==> src/rtl/conv_pkg.sv <==
// Package shared by the 3x3 convolution sequencer files.
// Holds the FSM state encoding, the tap row/column offsets, the window and
// nibble widths, and helpers that derive output dimensions from a job config.
package conv_pkg;

    localparam int WIN_W    = 36;   // packed 3x3 window, 9 nibbles
    localparam int NIB_W    = 4;    // one input pixel
    localparam int NUM_TAPS = 9;

    typedef enum logic [2:0] {
        ST_IDLE,
        ST_FETCH,
        ST_DRAIN,
        ST_ISSUE,
        ST_WRITE,
        ST_DONE
    } conv_state_e;

    // Tap k lives at (dy, dx) = (k/3, k%3); two bits per tap, tap 0 in the LSBs.
    localparam logic [17:0] TAP_DY_TBL = {2'd2, 2'd2, 2'd2, 2'd1, 2'd1, 2'd1, 2'd0, 2'd0, 2'd0};
    localparam logic [17:0] TAP_DX_TBL = {2'd2, 2'd1, 2'd0, 2'd2, 2'd1, 2'd0, 2'd2, 2'd1, 2'd0};

    function automatic logic [1:0] tap_dy(input logic [3:0] k);
        return TAP_DY_TBL[2*k +: 2];
    endfunction

    function automatic logic [1:0] tap_dx(input logic [3:0] k);
        return TAP_DX_TBL[2*k +: 2];
    endfunction

    // True when a padded dimension is wide enough to hold one 3-tap window.
    function automatic logic dim_fits(input logic [4:0] dim, input logic [1:0] pad);
        logic [6:0] span;
        span = {2'b00, dim} + {4'b0000, pad, 1'b0};
        return span >= 7'd3;
    endfunction

    // (dim + 2*pad - 3) / stride + 1; stride must already be non-zero.
    function automatic logic [5:0] out_dim(input logic [4:0] dim, input logic [1:0] pad,
                                           input logic [1:0] stride);
        logic [6:0] span;
        span = {2'b00, dim} + {4'b0000, pad, 1'b0};
        if (span < 7'd3)
            return 6'd0;
        return 6'((span - 7'd3) / {5'b00000, stride}) + 6'd1;
    endfunction

endpackage

==> src/rtl/conv_sequencer_if.sv <==
// Bus bundle between the sequencer and its surroundings.
// master (sequencer): drives the input-buffer read, the datapath launch with
// its window, and the output-buffer write; receives rd_data and conv_result.
// slave (buffers/datapath): the mirror image.
interface conv_sequencer_if import conv_pkg::*; #(
    parameter int ADDR_W = 8
);
    logic              rd_en;
    logic [ADDR_W-1:0] rd_addr;
    logic [NIB_W-1:0]  rd_data;
    logic              conv_start;
    logic [WIN_W-1:0]  conv_in;
    logic [31:0]       conv_result;
    logic              wr_en;
    logic [ADDR_W-1:0] wr_addr;
    logic [31:0]       wr_data;

    modport master (
        output rd_en, rd_addr, conv_start, conv_in, wr_en, wr_addr, wr_data,
        input  rd_data, conv_result
    );

    modport slave (
        input  rd_en, rd_addr, conv_start, conv_in, wr_en, wr_addr, wr_data,
        output rd_data, conv_result
    );
endinterface

==> src/rtl/conv_addr_gen.sv <==
// Coordinate, bounds and address generation for the sequencer.
// Inputs: held job config (in_h, in_w, effective stride, pad), current output
// position (r, c) and tap index.
// Outputs: output dimensions, whether the tap falls inside the input, the
// linear input address of the tap and the linear output address of (r, c).
module conv_addr_gen import conv_pkg::*; #(
    parameter int ADDR_W = 8,
    parameter int CNT_W  = 5
) (
    input  logic [4:0]        in_h,
    input  logic [4:0]        in_w,
    input  logic [1:0]        stride,
    input  logic [1:0]        pad,
    input  logic [CNT_W-1:0]  r,
    input  logic [CNT_W-1:0]  c,
    input  logic [3:0]        tap,
    output logic [5:0]        out_h,
    output logic [5:0]        out_w,
    output logic              in_bounds,
    output logic [ADDR_W-1:0] rd_addr,
    output logic [ADDR_W-1:0] wr_addr
);
    // row_p/col_p are the padded-frame coordinates (always >= 0); subtracting
    // pad afterwards keeps everything unsigned, and the >= pad test catches
    // the top/left border.
    logic [9:0] row_p, col_p, row, col;

    always_comb begin
        out_h     = out_dim(in_h, pad, stride);
        out_w     = out_dim(in_w, pad, stride);
        row_p     = 10'(r) * 10'(stride) + 10'(tap_dy(tap));
        col_p     = 10'(c) * 10'(stride) + 10'(tap_dx(tap));
        row       = row_p - 10'(pad);
        col       = col_p - 10'(pad);
        in_bounds = (row_p >= 10'(pad)) && (row < 10'(in_h)) &&
                    (col_p >= 10'(pad)) && (col < 10'(in_w));
        rd_addr   = ADDR_W'(row) * ADDR_W'(in_w) + ADDR_W'(col);
        wr_addr   = ADDR_W'(r) * ADDR_W'(out_w) + ADDR_W'(c);
    end
endmodule

==> src/rtl/conv_sequencer.sv <==
// 3x3 convolution sequencer. For every output pixel, in row-major order, it
// fetches the nine window taps (zero outside the input), launches the
// convolution datapath with the packed window and writes the returned sum.
// Each output takes 12 cycles: 9 FETCH, DRAIN, ISSUE, WRITE.
// Ports:
//   clk, rst_n            clock, asynchronous active-low reset
//   start                 one-cycle job launch, honoured only when idle
//   in_h, in_w            input height/width, sampled at start
//   stride, padding       window step (0 acts as 1) and zero border
//   busy, done            job active / one-cycle completion pulse
//   bus (master)          buffer read, datapath launch, buffer write
//   perf_cycles           busy-cycle counter, only with CONV_SEQ_PERF_EN
// Optional feature: define CONV_SEQ_PERF_EN to add perf_cycles.
module conv_sequencer import conv_pkg::*; #(
    parameter int MAX_DIM = 16,
    parameter int ADDR_W  = 8
) (
    input  logic              clk,
    input  logic              rst_n,
    input  logic              start,
    input  logic [4:0]        in_h,
    input  logic [4:0]        in_w,
    input  logic [1:0]        stride,
    input  logic [1:0]        padding,
    output logic              busy,
    output logic              done,
    conv_sequencer_if.master  bus
`ifdef CONV_SEQ_PERF_EN
    ,
    output logic [31:0]       perf_cycles
`endif
);
    // Largest output dimension is MAX_DIM + 2*3 - 3 + 1.
    localparam int CNT_W = $clog2(MAX_DIM + 5);

    conv_state_e       state_q, state_d;
    logic [CNT_W-1:0]  r_q, r_d, c_q, c_d;
    logic [3:0]        tap_q, tap_d;
    logic [WIN_W-1:0]  window_q, window_d;
    logic              cap_vld_q, cap_vld_d;   // a read is returning this cycle
    logic [3:0]        cap_tap_q, cap_tap_d;   // nibble that read lands in
    logic [4:0]        h_q, h_d, w_q, w_d;
    logic [1:0]        s_q, s_d, p_q, p_d;

    logic              rd_en, conv_start, wr_en;
    logic [5:0]        out_h, out_w;
    logic              in_bounds;
    logic [ADDR_W-1:0] ag_rd_addr, ag_wr_addr;
    logic              last_col, last_row;

    conv_addr_gen #(.ADDR_W(ADDR_W), .CNT_W(CNT_W)) u_addr_gen (
        .in_h      (h_q),
        .in_w      (w_q),
        .stride    (s_q),
        .pad       (p_q),
        .r         (r_q),
        .c         (c_q),
        .tap       (tap_q),
        .out_h     (out_h),
        .out_w     (out_w),
        .in_bounds (in_bounds),
        .rd_addr   (ag_rd_addr),
        .wr_addr   (ag_wr_addr)
    );

    assign last_col = (c_q == CNT_W'(out_w - 6'd1));
    assign last_row = (r_q == CNT_W'(out_h - 6'd1));

    always_comb begin
        state_d    = state_q;
        r_d        = r_q;
        c_d        = c_q;
        tap_d      = tap_q;
        window_d   = window_q;
        cap_vld_d  = 1'b0;
        cap_tap_d  = tap_q;
        h_d        = h_q;
        w_d        = w_q;
        s_d        = s_q;
        p_d        = p_q;
        rd_en      = 1'b0;
        conv_start = 1'b0;
        wr_en      = 1'b0;

        // Read data issued last cycle arrives now; tap 8 lands during DRAIN.
        if (cap_vld_q)
            window_d[cap_tap_q*NIB_W +: NIB_W] = bus.rd_data;

        case (state_q)
            ST_IDLE: begin
                if (start) begin
                    h_d   = in_h;
                    w_d   = in_w;
                    s_d   = (stride == 2'd0) ? 2'd1 : stride;
                    p_d   = padding;
                    r_d   = '0;
                    c_d   = '0;
                    tap_d = '0;
                    state_d = (dim_fits(in_h, padding) && dim_fits(in_w, padding)) ?
                              ST_FETCH : ST_DONE;
                end
            end
            ST_FETCH: begin
                if (in_bounds) begin
                    rd_en     = 1'b1;
                    cap_vld_d = 1'b1;
                end else begin
                    window_d[tap_q*NIB_W +: NIB_W] = '0;
                end
                if (tap_q == 4'(NUM_TAPS - 1)) begin
                    tap_d   = '0;
                    state_d = ST_DRAIN;
                end else begin
                    tap_d = tap_q + 4'd1;
                end
            end
            ST_DRAIN: state_d = ST_ISSUE;
            ST_ISSUE: begin
                conv_start = 1'b1;
                state_d    = ST_WRITE;
            end
            ST_WRITE: begin
                wr_en = 1'b1;
                if (last_col) begin
                    c_d = '0;
                    if (last_row) begin
                        state_d = ST_DONE;
                    end else begin
                        r_d     = r_q + 1'b1;
                        state_d = ST_FETCH;
                    end
                end else begin
                    c_d     = c_q + 1'b1;
                    state_d = ST_FETCH;
                end
            end
            ST_DONE: state_d = ST_IDLE;
            default: state_d = ST_IDLE;
        endcase
    end

    always_ff @(posedge clk or negedge rst_n) begin
        if (!rst_n) begin
            state_q   <= ST_IDLE;
            r_q       <= '0;
            c_q       <= '0;
            tap_q     <= '0;
            window_q  <= '0;
            cap_vld_q <= 1'b0;
            cap_tap_q <= '0;
            h_q       <= '0;
            w_q       <= '0;
            s_q       <= 2'd1;
            p_q       <= '0;
        end else begin
            state_q   <= state_d;
            r_q       <= r_d;
            c_q       <= c_d;
            tap_q     <= tap_d;
            window_q  <= window_d;
            cap_vld_q <= cap_vld_d;
            cap_tap_q <= cap_tap_d;
            h_q       <= h_d;
            w_q       <= w_d;
            s_q       <= s_d;
            p_q       <= p_d;
        end
    end

    // Addresses and write data are forced to zero whenever their strobe is
    // low, so the bus is all-zero in reset and between accesses.
    assign busy           = (state_q != ST_IDLE);
    assign done           = (state_q == ST_DONE);
    assign bus.rd_en      = rd_en;
    assign bus.rd_addr    = rd_en ? ag_rd_addr : '0;
    assign bus.conv_start = conv_start;
    assign bus.conv_in    = window_q;
    assign bus.wr_en      = wr_en;
    assign bus.wr_addr    = wr_en ? ag_wr_addr : '0;
    assign bus.wr_data    = wr_en ? bus.conv_result : '0;

`ifdef CONV_SEQ_PERF_EN
    logic [31:0] perf_q, perf_d;

    always_comb begin
        perf_d = perf_q;
        if (state_q == ST_IDLE && start)
            perf_d = '0;
        else if (busy && perf_q != '1)
            perf_d = perf_q + 32'd1;
    end

    always_ff @(posedge clk or negedge rst_n) begin
        if (!rst_n)
            perf_q <= '0;
        else
            perf_q <= perf_d;
    end

    assign perf_cycles = perf_q;
`endif

endmodule
==> src/flat_wrapper.sv <==
// flat-port wrapper written by rule: the top's interface ports become plain ports
module conv_sequencer_flat import conv_pkg::*;
#(
    parameter int MAX_DIM = 16,
    parameter int ADDR_W  = 8
)
  (clk, rst_n, start, in_h, in_w, stride, padding, busy, done, bus_rd_en, bus_rd_addr, bus_conv_start, bus_conv_in, bus_wr_en, bus_wr_addr, bus_wr_data, bus_rd_data, bus_conv_result);
  conv_sequencer_if #(.ADDR_W(ADDR_W)) bus_i ();
  input  logic clk;
  input  logic rst_n;
  input  logic start;
  input  logic [4:0] in_h;
  input  logic [4:0] in_w;
  input  logic [1:0] stride;
  input  logic [1:0] padding;
  output logic busy;
  output logic done;
  output wire logic [$bits(bus_i.rd_en)-1:0] bus_rd_en;
  output wire logic [$bits(bus_i.rd_addr)-1:0] bus_rd_addr;
  output wire logic [$bits(bus_i.conv_start)-1:0] bus_conv_start;
  output wire logic [$bits(bus_i.conv_in)-1:0] bus_conv_in;
  output wire logic [$bits(bus_i.wr_en)-1:0] bus_wr_en;
  output wire logic [$bits(bus_i.wr_addr)-1:0] bus_wr_addr;
  output wire logic [$bits(bus_i.wr_data)-1:0] bus_wr_data;
  input wire logic [$bits(bus_i.rd_data)-1:0] bus_rd_data;
  input wire logic [$bits(bus_i.conv_result)-1:0] bus_conv_result;
  assign bus_rd_en = bus_i.rd_en;
  assign bus_rd_addr = bus_i.rd_addr;
  assign bus_conv_start = bus_i.conv_start;
  assign bus_conv_in = bus_i.conv_in;
  assign bus_wr_en = bus_i.wr_en;
  assign bus_wr_addr = bus_i.wr_addr;
  assign bus_wr_data = bus_i.wr_data;
  assign bus_i.rd_data = bus_rd_data;
  assign bus_i.conv_result = bus_conv_result;
  conv_sequencer #(.MAX_DIM(MAX_DIM), .ADDR_W(ADDR_W)) u_core (.clk(clk), .rst_n(rst_n), .start(start), .in_h(in_h), .in_w(in_w), .stride(stride), .padding(padding), .busy(busy), .done(done), .bus(bus_i));
endmodule
==> config.mk <==
export PLATFORM = sky130hd
export DESIGN_NAME = conv_sequencer_flat
export DESIGN_NICKNAME = d
export VERILOG_FILES = /design/src/rtl/conv_pkg.sv /design/src/rtl/conv_sequencer_if.sv /design/src/rtl/conv_addr_gen.sv /design/src/rtl/conv_sequencer.sv /design/src/flat_wrapper.sv
export SDC_FILE = /design/constraint.sdc
export NUM_CORES = 1
export LEC_CHECK = 0
export CAP_MARGIN = 40
export CELL_PAD_IN_SITES_DETAIL_PLACEMENT = 1
export CELL_PAD_IN_SITES_GLOBAL_PLACEMENT = 1
export CORE_AREA = 2 2 147 149
export DETAILED_ROUTE_END_ITERATION = 7
export DIE_AREA = 0 0 149 151
export GPL_TIMING_DRIVEN = 0
export PLACE_DENSITY = 0.86
export SETUP_SLACK_MARGIN = 0.3
export SLEW_MARGIN = 10
export SYNTH_ARGS = -nofsm -noshare
export SYNTH_HDL_FRONTEND = slang
export SYNTH_HIERARCHICAL = 1
export SYNTH_SLANG_ARGS = --single-unit
==> constraint.sdc <==
create_clock -name clk -period 38.3 [get_ports clk]
set_input_delay 9.575 -clock clk [delete_from_list [all_inputs] [get_ports clk]]
set_output_delay 9.575 -clock clk [all_outputs]
set_load 0.01 [all_outputs]
==> impl_metrics.ini <==
[timing]
finalSetupViolCount = 0
maxSlewViolCount = 0
fmax_mhz = 36.6
skew_ns = 0.00856
tightest_slew_ns = 0.976
min_period_over_period_pct = 71.3
hold_viol = 0
fin_crit_ns = 27.32
rsz0062_at_grt = false
slew_headroom_pct = 34.3
finalSetupTns_ns = 0

[pwr]
internal_power_w = 0.000140
leakage_nw = 5.43
peakVddDrop_uv = 20.2
powerDensity_nw_per_um2 = 15.6
power_frac_comb_pct = 5.5
swShare_pct = 22.6
clock_power_share_pct = 52.4
seq_power_share_pct = 42.1
report.power.total_w = 0.000181
p_switching_w = 0.0000408

[clock_tree]
cts_tree = done
h-tree-depth = 3
cts_made_buffers = 9
cts.sinks = 72
postCtsSetupBuffers = 0
clkTransAtPathRegs_ns = 0.06
clock_latency_ns = 0.34
cts.repair.resized = 0
cts_hold_buffers = 0
clock_path_buffers = 2
cts-root-buf = clkbuf_16

[setup_path]
cp.arrival_ns = 17.75
path_buf_inv = 4
critPathTopFamily = simple AND/OR/NAND/NOR gates
reg2reg_depth = 52
crit_top_cell = ha_1
startpoint = u_core/w_q[2]$_DFFE_PN0P_
worstReg2RegStart = u_core/w_q[2]$_DFFE_PN0P_
r2r_slack_ns = 23.68
max_stage_delay_ns = 0.65
slowest_stage = fa_1
cp.depth = 62
crit_fanout = 9
end_kind = output pin
crit_type = register to output pin
crit_path_start_kind = register
worstPathRequired_ns = 28.72
rr_endpoint = u_core/r_q[2]$_DFFE_PN0P_

[grt]
grt-ovfl-total = 0
grtUsageTotal_pct = 26.6
grt_pass1_wl_um = 48100
grt_pass1_vias = 9508
antenna_found_initial = 0
grt_max_degree = 55

[routing]
dr.pass1.iters = 5
post-route-drc-count = 0
num_vias = 8844
vias_per_cell = 5.72
dr.first_iter.drc_count = 284
wl_per_cell_um = 19.1
finalWirelength_um = 29500
antenna_left = 0

[cells_and_area]
multi_input_area_um2 = 7110
fillCellCount = 2513
area_growth_pct = 22.5
diodes = 0
seq_area_um2 = 1800
final_layout_size_suffix_gt1_share_pct = 6.29
fin_nets = 1473

[placement]
port_buffers = 141
gp_congestion = 0.879
hpwl_um = 23400

[worst_hold_path]
hp-start = u_core/s_q[1]$_DFFE_PN0P_
worstHoldPathCells = 1
min_path_type = register to register
min_to = u_core/s_q[1]$_DFFE_PN0P_

[die]
initial_core_util_pct = 45.3
die_w_um = 149
dieArea_um2 = 22500
rows = 53
design.portCount = 142
core_um2 = 20800
die_y_um = 151

[synth]
synth_fp_nets = 1318
syn_area_um2 = 9420
synth_area_per_cell_um2 = 8.47
syn_inst = 1112
yosys_warnings = 6

[flow_run]
drv_cap = 0

[outcome]
status = completed
==> power by group through the flow <==
| stage | Clock (W) | Combinational [W] | Sequential, W |
|---|---|---|---|
| 2_1_floorplan | 0 | 0.00000139 | 0.0000775 |
| 3_3_place_gp | 0 | 0.00000937 | 0.0000775 |
| 3_5_place_dp | 0 | 0.0000101 | 0.0000775 |
| 4_1_cts | 0.0000958 | 0.0000102 | 0.0000760 |
| 5_1_grt | 0.0000986 | 0.0000111 | 0.0000760 |
| 6_report | 0.0000945 | 0.0000100 | 0.0000760 |
==> worst max-delay path by stage <==
stage / end
2_1_floorplan: bus_wr_addr[7]
3_3_place_gp: bus_wr_addr[7]
3_5_place_dp: bus_wr_addr[7]
4_1_cts: bus_wr_addr[7]
5_1_grt: bus_wr_addr[7]
6_report: bus_wr_addr[7]
==> cells in the final DEF (no fill, tap or decap), types with 20 or more instances in the layout <==
cell type	count
xor2_1	20
and3_1	55
dfrtp_1	71
a21oi_1	57
inv_1	99
clkbuf_1	21
nand2_1	84
nor3_1	30
o21ai_0	32
nor2_1	100
and2_1	46
xnor2_1	42
fa_1	42
clkdlybuf4s50_1	140
ha_1	111
mux2i_1	47
nand3_1	25
==> layout make-up <==
class                           instances  share of cell area (%)
Clock buffer                            9                    1.95
Sequential cell                        72                    15.6
Inverter                              101                    3.28
Tap cell                              275                    2.98
Buffer                                 28                    1.11
Clock inverter                          7                   0.889
Multi-Input combinational cell        911                    61.6
Timing Repair Buffer                  144                    12.5
==> routing by layer <==
metal	vias to the layer above	share of wire, %	global-route usage (%)
li1	4187	-	-
met1	4392	42	31.8
met2	194	52	49.5
met3	71	2.8	2.56
met4	0	2.8	9.52
met5	-	0	0
==> flip-flops by register name (all words and copies together), names as in the netlist, 2 cells and up <==
signal and cells:
u_core/p_q 2, u_core/c_q 5, u_core/cap_tap_d 4, u_core/bus.conv_in 36
u_core/w_q 5, u_core/cap_tap_q 4, u_core/h_q 5, u_core/s_q 2
u_core/state_q 3, u_core/r_q 5
==> through the flow <==
step                      instances  utilization [%]  hold WS (ns)  setup WS, ns  cell area, um2
after detailed placement       1531             53.9         0.501         11.61           11200
after CTS                      1547             55.4         0.517         11.13           11500
after global placement         1528             53.7         0.483         12.19           11200
after floorplan                1112                -         0.474         14.83            9420
final                          1547             55.4         0.519         10.98           11500
after global routing           1547             55.4         0.550          9.95           11500
(Power assumes the default switching activity.)
